[src/rtl/piso_serializer.sv]
// Parallel-in/serial-out transmitter: takes an N-bit word over valid/ready,
// then shifts it out one bit per shift_en strobe with frame-active and done flags.
module piso_serializer #(
    parameter int N         = 8,
    parameter bit MSB_FIRST = 1'b1
) (
    input  logic         clk,
    input  logic         rst,
    input  logic         in_valid,
    input  logic [N-1:0] in_data,
    output logic         in_ready,
    input  logic         shift_en,
    output logic         s_out,
    output logic         s_valid,
    output logic         done
);

    localparam int            CW   = $clog2(N);
    localparam logic [CW-1:0] LAST = CW'(N - 1);

    typedef enum logic {IDLE, SHIFT} state_t;

    state_t         state, state_nxt;
    logic [N-1:0]   shreg, shreg_nxt;
    logic [CW-1:0]  cnt, cnt_nxt;
    logic           done_r, done_nxt;
    logic           head_bit;
    logic [N-1:0]   shreg_adv;

    // Bit on the wire and the zero-filled advance, both fixed by bit order.
    generate
        if (MSB_FIRST) begin : g_msb
            assign head_bit  = shreg[N-1];
            assign shreg_adv = {shreg[N-2:0], 1'b0};
        end else begin : g_lsb
            assign head_bit  = shreg[0];
            assign shreg_adv = {1'b0, shreg[N-1:1]};
        end
    endgenerate

    always_ff @(posedge clk or posedge rst) begin
        if (rst) begin
            state  <= IDLE;
            shreg  <= '0;
            cnt    <= '0;
            done_r <= 1'b0;
        end else begin
            state  <= state_nxt;
            shreg  <= shreg_nxt;
            cnt    <= cnt_nxt;
            done_r <= done_nxt;
        end
    end

    always_comb begin
        state_nxt = state;
        shreg_nxt = shreg;
        cnt_nxt   = cnt;
        done_nxt  = 1'b0;
        case (state)
            IDLE: begin
                if (in_valid) begin
                    shreg_nxt = in_data;
                    cnt_nxt   = '0;
                    state_nxt = SHIFT;
                end
            end
            SHIFT: begin
                if (shift_en) begin
                    if (cnt == LAST) begin
                        state_nxt = IDLE;
                        cnt_nxt   = '0;
                        done_nxt  = 1'b1;
                    end else begin
                        shreg_nxt = shreg_adv;
                        cnt_nxt   = cnt + 1'b1;
                    end
                end
            end
            default: state_nxt = IDLE;
        endcase
    end

    assign in_ready = (state == IDLE);
    assign s_valid  = (state == SHIFT);
    assign s_out    = s_valid & head_bit;
    assign done     = done_r;

endmodule
[config.mk]
export PLATFORM = sky130hd
export DESIGN_NAME = piso_serializer
export DESIGN_NICKNAME = d
export VERILOG_FILES = /design/src/rtl/piso_serializer.sv
export SDC_FILE = /design/constraint.sdc
export NUM_CORES = 1
export LEC_CHECK = 0
export BUFFER_PORTS_ARGS = -buffer_cell sky130_fd_sc_hd__buf_2
export CAP_MARGIN = 20
export CELL_PAD_IN_SITES_DETAIL_PLACEMENT = 1
export CELL_PAD_IN_SITES_GLOBAL_PLACEMENT = 1
export CORE_MARGIN = 8
export CORE_UTILIZATION = 40
export CTS_BUF_LIST = sky130_fd_sc_hd__clkbuf_8 sky130_fd_sc_hd__clkbuf_16
export DETAILED_ROUTE_END_ITERATION = 6
export PLACE_DENSITY = 0.73
export SLEW_MARGIN = 20
export SYNTH_ARGS = -nofsm -noshare
export SYNTH_HDL_FRONTEND = slang
export SYNTH_SLANG_ARGS = --single-unit
[constraint.sdc]
create_clock -name clk -period 1.8 [get_ports clk]
set_clock_uncertainty 0.05 [all_clocks]
set_input_delay 0.36 -clock clk [delete_from_list [all_inputs] [get_ports clk]]
set_output_delay 0.36 -clock clk [all_outputs]
set_load 0.03 [all_outputs]
=== Yosys cells after proc, flatten, opt, wreduce, memory -nomap -nowiden ===
Index checks and enable logic that the tools add are counted.

* Bitwise operators: 2
* $add $sub $neg: 1
* Eq/ne operators: 4
* Reduce and logical (&&, ||, !) cells: 2
* Mux-type cells: 15

{| class="wikitable"
|+ Operator list
! cell !! number
|-
| 8-bit two-way mux || 3
|-
| 8-bit case mux with 2 select lines || 1
|-
| 3-bit two-way mux || 3
|-
| 1-bit two-way mux || 6
|-
| 2-bit != test (second input constant) || 3
|-
| 3-bit case mux with 2 select lines || 1
|-
| 3-bit by 1-bit adder with 3-bit output (second input constant) || 1
|-
| 3-bit == test (second input constant) || 1
|-
| 3-bit AND reduction || 1
|-
| 1-bit case mux with 2 select lines || 1
|-
| 2-bit AND reduction || 1
|-
| 1-bit AND || 1
|-
| 1-bit inverter || 1
|}

* Register bits after elaboration: 13
* Bits of input ports: 12
* Logic and storage cells: 28
* Output and inout bits: 4

=== Depth between registers and ports, before layout ===
* Depth after elaboration: 4
* Mapped depth: 4
* Depth with buffers taken out: 4

=== Worst setup path after synthesis ===
Ideal clock, no wire load.

* Path type: flip-flop to output port
* Start: register state, in the netlist s_valid
* End: output s_out
* Required time: 1,390 ps
* Path buffers: 1
* Arrival time: 1,415 ps
* Stages on the path, launching flop included: 4
* Path slack: -25 ps
* Cells stage by stage: dfrtp_1 buf_2 inv_1 nor2_1

* Cells in the longest elaborated chain, start to end: 1

{| class="wikitable"
|+ Ends and longest elaborated chain
! what !! RTL line !! text
|-
| start: declaration || 23 || <nowiki>state_t state, state_nxt;</nowiki>
|-
| start signal: assignment || 48 || <nowiki>state <= state_nxt;</nowiki>
|-
| 1-bit AND || 86 || <nowiki>assign s_out = s_valid & head_bit;</nowiki>
|-
| end: declaration || 13 || <nowiki>output logic s_out,</nowiki>
|}

No other way between the ends.

=== Final worst setup path ===
* Start: register state, in the netlist s_valid
* End: output s_valid

{| class="wikitable"
|+ RTL lines
! what !! RTL line !! text
|-
| end: declaration || 14 || <nowiki>output logic s_valid,</nowiki>
|}

No word-level cell between the ends.

==> results.py <==
metrics = {
    "global_routing": {
        "grt_max_degree": 18,
        "grt_pass1_vias": 608,
        "grt_pass1_wl_mm": 2.81,
        "grt_usage": 0.106,
        "antenna_found_initial": 0,
        "overflow": 0,
    },
    "timing": {
        "setup_viol": 0,
        "tns_ps": 0,
        "rsz0062_at_grt": "false",
        "worst_pin_slew_ps": 498,
        "finalHoldViolCount": 0,
        "fmax_ghz": 0.629,
        "finalCritPeriodShare": 0.884,
        "fin_hold_ws_ps": 80.4,
        "slew_headroom": 0.668,
        "period_needed_ps": 1590,
        "slew_viol_final": 0,
    },
    "logic_synthesis": {
        "synth_top_area_share": 0.447,
        "async_reset_ff_frac": 1.00,
        "synth_seq_cells": 13,
        "ys_types": 22,
        "synth.most_common_cell": "dfrtp_1",
        "ys_top_cells_by_count": "dfrtp_1, inv_1, a311oi_1, nor3b_1, and4bb_1",
        "synth_area_leaders": "dfrtp_1, and4bb_1, a311oi_1, nor3b_1, inv_1",
        "syn_avg_cell_area_sq_um": 11.2,
        "synth_edf_count": 0,
        "synth-seq-area-share": 0.447,
        "synth-main-ff-cell": "dfrtp_1",
        "syn_area_sq_um": 728,
        "netlist_instances": 65,
        "synth_top_area_cell": "dfrtp_1",
        "ys.warnings.count": 0,
        "syn_nets": 79,
    },
    "cts": {
        "cts_tree": "done",
        "ctsResizeCount": 0,
        "cts_setup_buffers": 0,
        "clk_pin_slew_ps": 60,
        "clock_path_buffers": 2,
        "clk_latency_ps": 240,
        "cts_hold_buf": 0,
        "cts_made_buffers": 3,
        "root_buffer": "clkbuf_8",
        "cts.htree.levels": 1,
        "cts_sinks": 13,
    },
    "layout": {
        "syn2layout_area_growth_pct": 17.7,
        "drive_above_1_share": 0.275,
        "multi_input_area_sq_um": 335,
        "final-seq-area_sq_um": 325,
        "antenna_cells": 0,
        "fin_nets": 95,
        "fillers": 198,
    },
    "die": {
        "initial_core_util": 0.422,
        "die_height_um": 58.7,
        "io_pins": 16,
        "die_area_sq_um": 3440,
        "core_area_sq_um": 1730,
        "dieWidth_um": 58.7,
        "num_rows": 15,
    },
    "drt": {
        "post-route-drc-count": 0,
        "postRouteAntennaNets": 0,
        "drtIter0Drc": 11,
        "first_pass_iters": 2,
        "viasPerCell": 5.23,
        "vias": 549,
        "drt_wl_total_mm": 1.63,
        "wl_per_cell_um": 15.5,
    },
    "power_and_ir_drop": {
        "swShare": 0.354,
        "clkPwrFrac": 0.217,
        "ir_worst_vdd_uv": 535,
        "power.internal_uw": 759,
        "seqPwrFrac": 0.410,
        "p_leak_uw": 0.000431,
        "p_sw_uw": 417,
        "powerDensity_nw_per_um2": 1370,
        "p_comb_frac": 0.373,
        "p_total_uw": 1180,
    },
    "setup_path": {
        "cp.arrival_ps": 1180,
        "crit_path_end_kind": "output pin",
        "start_kind": "flop",
        "path_class": "reg2out",
        "required_ps": 1390,
        "path_max_fanout": 17,
    },
    "place": {
        "detailed_place_hpwl_mm": 1.17,
        "gp_congestion": 0.699,
        "port_buffers": 15,
    },
    "outcome": {
        "outcome": "completed",
    },
    "flow_run": {
        "maxCapViolCount": 0,
    },
    "worst_hold_path": {
        "hold_class": "in2async",
    },
}
==> layout by cell type (no fill, tap or decap), types with 2 or more instances in the layout <==
cell type and count:
inv_1 11, dfrtp_1 13, and4bb_1 5, nor2_1 2
buf_2 15, ha_1 2, clkbuf_8 3, a311oi_1 7
mux2i_1 2, nor3b_1 7, nor4bb_1 2
==> per-layer routing <==
metal,share of wire,track usage
met1,0.46,0.125
met2,0.49,0.170
met3,0.039,0.0326
met4,0.014,0.0512
met5,0,0
==> per-stage QoR <==
step / setup slack (ps) / util / std cells / instance area (sq um)
floorplan: 105 / - / 65 / 731
global placement: 280 / 0.470 / 101 / 812
detailed placement: 226 / 0.470 / 101 / 812
CTS: 196 / 0.496 / 105 / 857
global route: 130 / 0.496 / 105 / 857
finish: 209 / 0.496 / 105 / 857
==> cells by family after synthesis <==
kind of cell             Yosys count  share of synthesized area
buffers and inverters             15                     0.0962
adder cells (fa/ha/maj)            2                     0.0344
flip-flops                        13                      0.447
AND/OR/NAND/NOR                   22                      0.265
multiplexers                       3                     0.0430
AO/OA/AOI/OAI                     10                      0.115
==> final cells by class <==
cell class | count | share of cell area
clock buffers | 3 | 0.0482
multi-input cells | 37 | 0.391
clock inverters | 1 | 0.00438
repair buffers | 16 | 0.0964
well taps | 25 | 0.0365
flip-flops and latches | 13 | 0.380
inverters | 10 | 0.0438
==> path summary, 6_finish.rpt <==
| check | start | to | slack, ps | cells past startpoint |
|---|---|---|---|---|
| worst max-delay path | s_valid | s_valid | 210 | 2 |
| worst min-delay path | rst | shreg[4] | 80 | 2 |
| worst max register to register | cnt[0] | shreg[2] | 230 | 4 |
| worst min register to register | cnt[0] | cnt[0] | 440 | 1 |
| max in group asynchronous | rst | done | 1280 | 2 |
| min in group clk | in_data[0] | shreg[0] | 410 | 3 |
==> critical path: stages, from the launching register on <==
cell and delay, ps:
dfrtp_1 460, buf_4 250, buf_2 230
==> power groups by stage <==
stage                     clock network [uW]  logic (uW)  registers (uW)
final                                    255         439             482
after global routing                     279         500             495
after CTS                                268         451             483
after detailed placement                   0         446             486
after global placement                     0         434             479
after floorplan                            0         343             475
==> registers in the layout, summed over array words and instances (netlist names) <==
signal,count
s_valid,1
done,1
cnt,3
shreg,8
No activity file was read; power rests on OpenSTA's default activity.
